## config.mk

```make
export PLATFORM = sky130hd
export DESIGN_NAME = ysyx_23060096_core_seq
export DESIGN_NICKNAME = d
export VERILOG_FILES = /design/src/rtl/ysyx_23060096_core_seq.sv
export SDC_FILE = /design/constraint.sdc
export NUM_CORES = 1
export LEC_CHECK = 0
export ABC_CLOCK_PERIOD_IN_PS = 4620
export BUFFER_PORTS_ARGS = -buffer_cell sky130_fd_sc_hd__buf_2
export CAP_MARGIN = 20
export CORE_AREA = 8 8 104 106
export DETAILED_ROUTE_END_ITERATION = 10
export DIE_AREA = 0 0 112 114
export PLACE_DENSITY = 0.65
export SLEW_MARGIN = 20
export SYNTH_ARGS = -nofsm -noshare
export SYNTH_HDL_FRONTEND = slang
export SYNTH_SLANG_ARGS = --single-unit
```

## constraint.sdc

```tcl
create_clock -name clk -period 4.62 [get_ports clk]
set_input_delay 0.231 -clock clk [delete_from_list [all_inputs] [get_ports clk]]
set_output_delay 0.231 -clock clk [all_outputs]
set_load 0.02 [all_outputs]
```

## src/rtl/ysyx_23060096_core_seq.sv

```systemverilog
// Multi-cycle core sequencer: walks each instruction through fetch, execute,
// optional data-memory access and writeback. It produces the request and
// strobe signals that the datapath and the memories need. Every output is
// decoded from the registered state or taken from a register. No input
// reaches an output combinationally.
module ysyx_23060096_core_seq #(
    parameter int TIMEOUT = 255
) (
    input  logic        clk,
    input  logic        rstn,
    output logic        imem_req_valid,
    input  logic        imem_req_ready,
    input  logic        imem_rsp_valid,
    input  logic [31:0] imem_rsp_inst,
    output logic [31:0] ir,
    output logic        dmem_req_valid,
    output logic        dmem_req_we,
    input  logic        dmem_req_ready,
    input  logic        dmem_rsp_valid,
    output logic        pc_we,
    output logic        reg_we_en,
    output logic        halt,
    output logic        err,
    output logic [31:0] instret
);

    localparam logic [31:0] INST_EBREAK = 32'h0010_0073;
    localparam logic [31:0] INST_NOP    = 32'h0000_0013;
    localparam logic [6:0]  OP_LOAD     = 7'b0000011;
    localparam logic [6:0]  OP_STORE    = 7'b0100011;

    // The wait counter only has to reach TIMEOUT-1. That value marks the
    // last allowed cycle in a wait state.
    localparam int          TW       = (TIMEOUT > 1) ? $clog2(TIMEOUT) : 1;
    localparam logic [TW-1:0] TMO_LAST = TW'(TIMEOUT - 1);

    typedef enum logic [3:0] {
        S_IDLE,
        S_IF_REQ,
        S_IF_WAIT,
        S_EX,
        S_MEM_REQ,
        S_MEM_WAIT,
        S_WB,
        S_HALT,
        S_ERR
    } state_t;

    state_t        state_reg;
    state_t        state_next;
    logic [TW-1:0] tmo_reg;
    logic [31:0]   ir_reg;
    logic [31:0]   instret_reg;

    logic is_load;
    logic is_store;
    logic is_ebreak;
    logic tmo_done;

    assign is_load   = (ir_reg[6:0] == OP_LOAD);
    assign is_store  = (ir_reg[6:0] == OP_STORE);
    assign is_ebreak = (ir_reg == INST_EBREAK);
    assign tmo_done  = (tmo_reg == TMO_LAST);

    // Next-state selection and state-decoded outputs. An exit condition is
    // tested before the timeout, so an exit in the last allowed cycle wins.
    always_comb begin
        state_next     = state_reg;
        imem_req_valid = 1'b0;
        dmem_req_valid = 1'b0;
        dmem_req_we    = 1'b0;
        pc_we          = 1'b0;
        reg_we_en      = 1'b0;
        halt           = 1'b0;
        err            = 1'b0;
        unique case (state_reg)
            S_IDLE: begin
                state_next = S_IF_REQ;
            end
            S_IF_REQ: begin
                imem_req_valid = 1'b1;
                if (imem_req_ready) begin
                    state_next = S_IF_WAIT;
                end else if (tmo_done) begin
                    state_next = S_ERR;
                end
            end
            S_IF_WAIT: begin
                if (imem_rsp_valid) begin
                    state_next = S_EX;
                end else if (tmo_done) begin
                    state_next = S_ERR;
                end
            end
            S_EX: begin
                if (is_ebreak) begin
                    state_next = S_HALT;
                end else if (is_load || is_store) begin
                    state_next = S_MEM_REQ;
                end else begin
                    state_next = S_WB;
                end
            end
            S_MEM_REQ: begin
                dmem_req_valid = 1'b1;
                dmem_req_we    = is_store;
                if (dmem_req_ready) begin
                    state_next = S_MEM_WAIT;
                end else if (tmo_done) begin
                    state_next = S_ERR;
                end
            end
            S_MEM_WAIT: begin
                if (dmem_rsp_valid) begin
                    state_next = S_WB;
                end else if (tmo_done) begin
                    state_next = S_ERR;
                end
            end
            S_WB: begin
                pc_we      = 1'b1;
                reg_we_en  = ~is_store;
                state_next = S_IF_REQ;
            end
            S_HALT: begin
                halt = 1'b1;
            end
            S_ERR: begin
                err = 1'b1;
            end
            default: begin
                state_next = S_ERR;
            end
        endcase
    end

    // State register. HALT and ERR have no exit, so only reset leaves them.
    always_ff @(posedge clk or posedge rstn) begin
        if (rstn) begin
            state_reg <= S_IDLE;
        end else begin
            state_reg <= state_next;
        end
    end

    // The wait counter restarts on every state change. Inside a state it
    // saturates, so it does not toggle in the terminal states.
    always_ff @(posedge clk or posedge rstn) begin
        if (rstn) begin
            tmo_reg <= '0;
        end else if (state_next != state_reg) begin
            tmo_reg <= '0;
        end else if (!tmo_done) begin
            tmo_reg <= tmo_reg + 1'b1;
        end
    end

    // The instruction register captures the fetch response only in IF_WAIT.
    // A stray response in any other state is dropped.
    always_ff @(posedge clk or posedge rstn) begin
        if (rstn) begin
            ir_reg <= INST_NOP;
        end else if (state_reg == S_IF_WAIT && imem_rsp_valid) begin
            ir_reg <= imem_rsp_inst;
        end
    end

    // The retire count advances once per writeback and once when ebreak
    // enters HALT. It wraps silently.
    always_ff @(posedge clk or posedge rstn) begin
        if (rstn) begin
            instret_reg <= '0;
        end else if (state_reg == S_WB || (state_reg == S_EX && is_ebreak)) begin
            instret_reg <= instret_reg + 32'd1;
        end
    end

    assign ir      = ir_reg;
    assign instret = instret_reg;

endmodule

```

==> metrics, run 1 <==
Max clock buf depth=2; dominant cells by area after synthesis=dfrtp_1 (51%), mux2_2 (11%), xnor2_1 (7.1%), nand3_1 (3.1%), dfstp_2 (2.2%); max-slew violations=0; status=completed; cell mode on critical path=nand3_1; Net Count, Synth=349; crit path time final=2.60 ns; Initial Utilization=between 30% and 40%; initial antenna violation count=0; DP HPWL=roughly 6.6 mm; TNS Setup=0 ns; root buffer cell=clkbuf_8; Top delay family on crit path=simple AND/OR/NAND/NOR gates; ys async rst share=100%; post-synthesis cell type count=39; Post-Syn Area=3580 µm²; sequential area share after synthesis=53.3%; H-Tree Depth=3; RSZ-0062 raised after global routing=no; drc violations=0; Remaining Overflow, GRT=0; Num CTS Buffers=9; Nets=460; Cell Pwr Density=271 nW/µm²; clock-pin slew on the worst setup and hold paths=0.08 ns; Reg area=1910 µm²; fraction of layout cells with a size suffix above 1=39.7%; Area after DPL=4210 µm²; DR iter-0 viols=183; max_cap viols=0; drt via density=5.11; Synth area leader=dfrtp_1; fin util=48.4%; largest net degree at the start of global routing=46; Post-CTS Setup Inserts=0; Avg WL per Cell=16.5 µm; Slew Limit Headroom=55.9%; Worst Hold Class=in2reg; critical path's largest stage delay=just over 0.6 ns; Synth top area share=51.1%; number of global-route vias before repair=2961; Total Wirelength=just under 9 mm; Worst VDD drop=between 100 and 150 µV; Port Buf Inserts=108; Leak Pwr=between 2 and 2.5 nW; Slowest-stage cell, CP=dfrtp_1; clock sink count=76; synth warn=0; CP Cell Sequence=nor2b_1 > nand3_1 > buf_4 > o31a_1 > nand3_1 > o211ai_2 > a211oi_1; GPL Wtd Cong=0.867; EDFF count, synth=0; Primary FF master, synth=dfrtp_1; Layout Skew=0.0117 ns; CP Data Required Time=slightly below 5 ns; die height=114 µm; Core Area=9110 µm²; WS Path Type=reg2reg; crit path launch type=register; die footprint=12800 µm²; Die Span X=~110 µm; CTS resizes=0; Layout area overhead=23.3%; fin area=4410 µm²; maximum clock rate=between 300 and 400 MHz; antenna-violating nets left=0; Mean Syn Cell Area=11.6 µm²; Ports=109; CP Capture Type=register; Syn Inst Count=roughly 310; Final setup viols=0; area of the multi-input gates=1590 µm²; Synth Register Bits=76; DR pass1 iterations=4; GR Util All Layers=14.2%; via count=2727; clk_lat worst skew=0.34 ns; final hold vios=0; CP arrival=2.84 ns; Tcrit/Tclk final=56.2%; global-route wire length before repair=between 10 and 15 mm; FP Rows=35; worst path buffer plus inverter count=1; Worst Tran Pin Value=roughly 0.66 ns; TritonCTS clock tree=built; Critical Path Fanout Max=22; fillers=863; # diodes=0
==> area by class of cell <==
type                    instances  area share [%]
clock buffers                   9            2.81
clock inverters                 6            1.48
inverters                       5           0.426
multi-input cells             216            36.1
flip-flops and latches         76            43.2
well taps                     111            3.15
repair buffers                111            12.8
==> layout by cell type, fill, tap and decap left out, types with 9 or more instances in the layout <==
cell and count:
buf_2 108, clkbuf_8 9, dfrtp_1 73, mux2_2 34, nand2_1 19, nand3_1 22, nand4_1 11, nor2_1 16
xnor2_1 29, xor2_1 9
==> path summary, 6_finish.rpt <==
check                                             start                 endpoint  slack (ns)  depth (start not counted)
worst max-delay path             state_reg[1]$_DFF_PP0_   tmo_reg[1]$_DFFE_PP0P_        2.02                          7
worst min-delay path                  imem_rsp_inst[13]       ir[13]$_DFFE_PP0P_        0.11                          2
worst max register to register   state_reg[1]$_DFF_PP0_   tmo_reg[1]$_DFFE_PP0P_        2.02                          7
worst min register to register  instret[22]$_DFFE_PP0P_  instret[22]$_DFFE_PP0P_        0.48                          1
max in group asynchronous                          rstn        ir[0]$_DFFE_PP1P_        3.08                          4
min in group asynchronous                          rstn  instret[25]$_DFFE_PP0P_        0.52                          3
==> power by group <==
group | total [W] | switching (W) | leakage [nW] | internal, W
logic | 0.0000317 | 0.0000188 | 1.19 | 0.0000129
registers | 0.000665 | 0 | 1.04 | 0.000665
clock network | 0.000499 | 0.000251 | 0.0955 | 0.000248
==> Yosys cell counts, drive strengths merged, types with 4 or more instances <==
cell,count
nand4,11
and3,8
nor3,8
nand2,19
clkbuf,7
mux2,34
buf,4
nor2b,4
nor2,16
inv,5
xnor2,29
nand3,22
dfrtp,73
o21ai,5
xor2,9
and4,8
a21oi,5
nor4,6
==> layer usage <==
metal / global-route usage (%) / vias up / part of all wire (%)
met4: 6.03 / 0 / 2.2
met2: 22.8 / 80 / 47
met1: 16.6 / 1307 / 43
met5: 0 / - / 0
li1: - / 1326 / -
met3: 5.49 / 14 / 7.6
==> repair_timing <==
action / in CTS / in global routing
endpoints found under the setup margin: 0 / 0
hold buffers: 1 / 0
hold endpoints to repair: 14 / 0
==> kinds of logic (layout without fill, tap and decap cells) <==
| group | count (synthesis) | count (layout) | synth area share, % |
|---|---|---|---|
| buf+inv | 16 | 131 | 2.17 |
| xor+xnor | 38 | 38 | 9.31 |
| simple gates | 116 | 116 | 18.1 |
| mux | 35 | 35 | 11.0 |
| compound gates | 24 | 24 | 5.11 |
| fa+ha+maj | 3 | 3 | 1.05 |
| flops | 76 | 76 | 53.3 |
==> metrics by stage <==
| step | total power [W] | instances | setup slack [ns] | hold WS [ns] |
|---|---|---|---|---|
| after floorplan | 0.000689 | 308 | 2.32 | 0.382 |
| final | 0.00120 | 534 | 2.02 | 0.114 |
| after global placement | 0.000710 | 518 | 2.13 | 0.363 |
| after detailed placement | 0.000710 | 518 | 2.04 | 0.369 |
| after global routing | 0.00124 | 534 | 1.75 | 0.0978 |
| after CTS | 0.00121 | 534 | 2.00 | 0.0978 |
Note: power is estimated with default switching activity, not from simulation.
==> run 2: changes to the inputs <==
--- a/config.mk
+++ b/config.mk
@@ -5,7 +5,7 @@
 export SDC_FILE = /design/constraint.sdc
 export NUM_CORES = 1
 export LEC_CHECK = 0
-export ABC_CLOCK_PERIOD_IN_PS = 4620
+export ABC_CLOCK_PERIOD_IN_PS = 2460
 export BUFFER_PORTS_ARGS = -buffer_cell sky130_fd_sc_hd__buf_2
 export CAP_MARGIN = 20
 export CORE_AREA = 8 8 104 106
==> constraint.sdc (replaced) <==
create_clock -name clk -period 2.46 [get_ports clk]
set_input_delay 0.123 -clock clk [delete_from_list [all_inputs] [get_ports clk]]
set_output_delay 0.123 -clock clk [all_outputs]
set_load 0.02 [all_outputs]
==> run 2 against run 1 <==
- setup slack lost 1.7 ns
- register-to-register slack lost 1.7 ns
- global-route usage grew 0.70 points
- count of clock-buffer cells in the layout grew 2
- via count grew 4.3%
- clock skew grew 0.00077 ns
- combinational power grew to 2.6 times the previous value
- critical path depth shrank 2
- sequential power grew 88%
- first-iteration DRC count shrank 11%
- critical endpoint is now instret[1]$_DFFE_PP0P_
==> metrics, run 2 (synthesis gave the netlist of run 1 again) <==
GPL Wtd Cong=0.754 (-13%); TNS Setup=0 ns (unchanged); drc violations=0 (unchanged); Tcrit/Tclk final=88.1% (+32 points); FP Rows=35 (unchanged); Worst VDD drop=310 µV (+110%); Cell Pwr Density=515 nW/µm² (+90%); die footprint=12800 µm² (unchanged); critical path's largest stage delay=0.54 ns (-0.07 ns); Max clock buf depth=2 (unchanged); initial antenna violation count=0 (unchanged); H-Tree Depth=3 (unchanged); worst reg2reg path endpoint=instret[1]$_DFFE_PP0P_; final hold vios=0 (unchanged); Slew Limit Headroom=43.2% (-13 points); clock sink count=76 (unchanged); worst hold margin=0.0130 ns (-0.101 ns); CP Cell Sequence=nor4bb_2 > nand2_1 > or3_4 > nand2_1 > mux2_2; status=completed; Ports=109 (unchanged); # diodes=0 (unchanged); global-route wire length before repair=15.3 mm (+4.6%); Layout Skew=0.0125 ns (+0.000775 ns); Core Area=9110 µm² (unchanged); largest net degree at the start of global routing=41 (-11%); CP Capture Type=register; Worst Hold Class=in2reg; most frequent cells in the layout=buf_2 (108), dfrtp_1 (73), mux2_2 (34), xnor2_1 (29), nand3_1 (22); number of global-route vias before repair=2988 (+0.91%); Initial Utilization=39.3% (unchanged); Slowest-stage cell, CP=dfstp_2; fraction of layout cells with a size suffix above 1=39.7% (about the same); CP Data Required Time=2.68 ns (-2.19 ns); Final setup viols=0 (unchanged); Leak Pwr=2.45 nW (+5.4%); commonest non-fill, non-tap cell in the layout=buf_2; TritonCTS clock tree=built; Layout area overhead=31.3%; Remaining Overflow, GRT=0 (unchanged); drt via density=5.09 (-0.41%); R2R cell count=5 (-2); fin util=51.6% (+3.1 points); Nets=484 (+5.2%); Num CTS Buffers=9 (unchanged); clock-pin slew on the worst setup and hold paths=0.08 ns (about the same); Worst Tran Pin Value=0.851 ns (+0.191 ns); crit path time final=2.17 ns (-0.429 ns); DR pass1 iterations=4 (unchanged); DR iter-0 viols=163 (-11%); die height=114 µm (unchanged); root buffer cell=clkbuf_8; max_cap viols=0 (unchanged); maximum clock rate=461 MHz (+20%); RSZ-0062 raised after global routing=no; Total Wirelength=9.24 mm (+4.6%); worst r2r src=ir[0]$_DFFE_PP1P_; fillers=837 (-3.0%); Avg WL per Cell=16.5 µm (about the same); crit path launch type=register; WHS Path Cells=2 (unchanged); Reg area=1910 µm² (unchanged); WS Path Type=reg2reg; GR Util All Layers=14.9% (+0.70 points); R2R Setup Slk=0.29 ns (-1.73 ns); hold worst-path end=ir[4]$_DFFE_PP1P_; Die Span X=112 µm (unchanged); DP HPWL=6.78 mm (+2.7%); cell mode on critical path=nand2_1; antenna-violating nets left=0 (unchanged); Port Buf Inserts=108 (unchanged); max-slew violations=0 (unchanged); CP arrival=2.39 ns (-0.45 ns); Critical Path Fanout Max=6 (-73%); min-delay src=imem_rsp_inst[4]; clk_lat worst skew=0.35 ns (about the same); area of the multi-input gates=1600 µm² (+0.39%); via count=2843 (+4.3%)
run 2: cell types whose count changed in the layout (fill, tap and decap cells not counted):
| cell | before | now |
|---|---|---|
| dlygate4sd3_1 | 1 | 16 |
| buf_12 | 0 | 2 |
| buf_4 | 2 | 9 |
| clkinvlp_4 | 1 | 2 |
| clkinv_4 | 1 | 0 |
| clkinv_2 | 2 | 0 |
| bufinv_16 | 1 | 2 |
| nor4bb_1 | 3 | 2 |
| clkbuf_1 | 0 | 1 |
| clkbuf_8 | 9 | 10 |
| nor4bb_2 | 0 | 1 |
run 2: layout make-up:
class	count	area share [%]
flip-flops and latches	76	40.6
multi-input cells	216	34.1
repair buffers	135	17.2
clock buffers	11	3.01
well taps	111	2.96
clock inverters	5	1.79
inverters	5	0.400
run 2: critical path: cells and delay by family (launching register included):
| family | cells | cell delay, ns |
|---|---|---|
| and+or+nand+nor | 4 | 1.15 |
| DFF | 1 | 0.54 |
| muxes | 1 | 0.36 |
run 2: worst max path at each step:
stage	start	end
global placement	ir[16]$_DFFE_PP0P_	instret[21]$_DFFE_PP0P_
floorplan	state_reg[2]$_DFF_PP0_	dmem_req_we
global route	ir[0]$_DFFE_PP1P_	instret[24]$_DFFE_PP0P_
CTS	ir[0]$_DFFE_PP1P_	instret[9]$_DFFE_PP0P_
finish	ir[0]$_DFFE_PP1P_	instret[1]$_DFFE_PP0P_
detailed placement	ir[0]$_DFFE_PP1P_	instret[21]$_DFFE_PP0P_
run 2: per-layer routing:
metal	track usage, %	part of all wire [%]	vias up
met1	17.9	42	1382
met2	24.2	50	79
li1	-	-	1370
met3	5.02	6.3	12
met4	5.40	1.7	0
met5	0	0	-
run 2: power by group:
group / switching, W / internal, W / total (W)
clock network: 0.000483 / 0.000603 / 0.00109
registers: 0 / 0.00125 / 0.00125
logic: 0.0000395 / 0.0000430 / 0.0000825
total: 0.000523 / 0.00189 / 0.00242
run 2: per-stage QoR:
stage	cells	cell area (µm²)	power [W]	setup WS, ns
global placement	525	4280	0.00134	0.226
CTS	557	4660	0.00245	0.0929
finish	559	4700	0.00242	0.293
global route	559	4700	0.00252	0.0897
floorplan	308	3580	0.00129	0.265
detailed placement	525	4280	0.00134	0.0872
run 2: timing repair:
item,4_1_cts,5_1_grt
hold buffers,16,0
endpoints found under the setup margin,0,22
hold endpoints to repair,50,0
buffers inserted,0,2
resized for setup,0,1
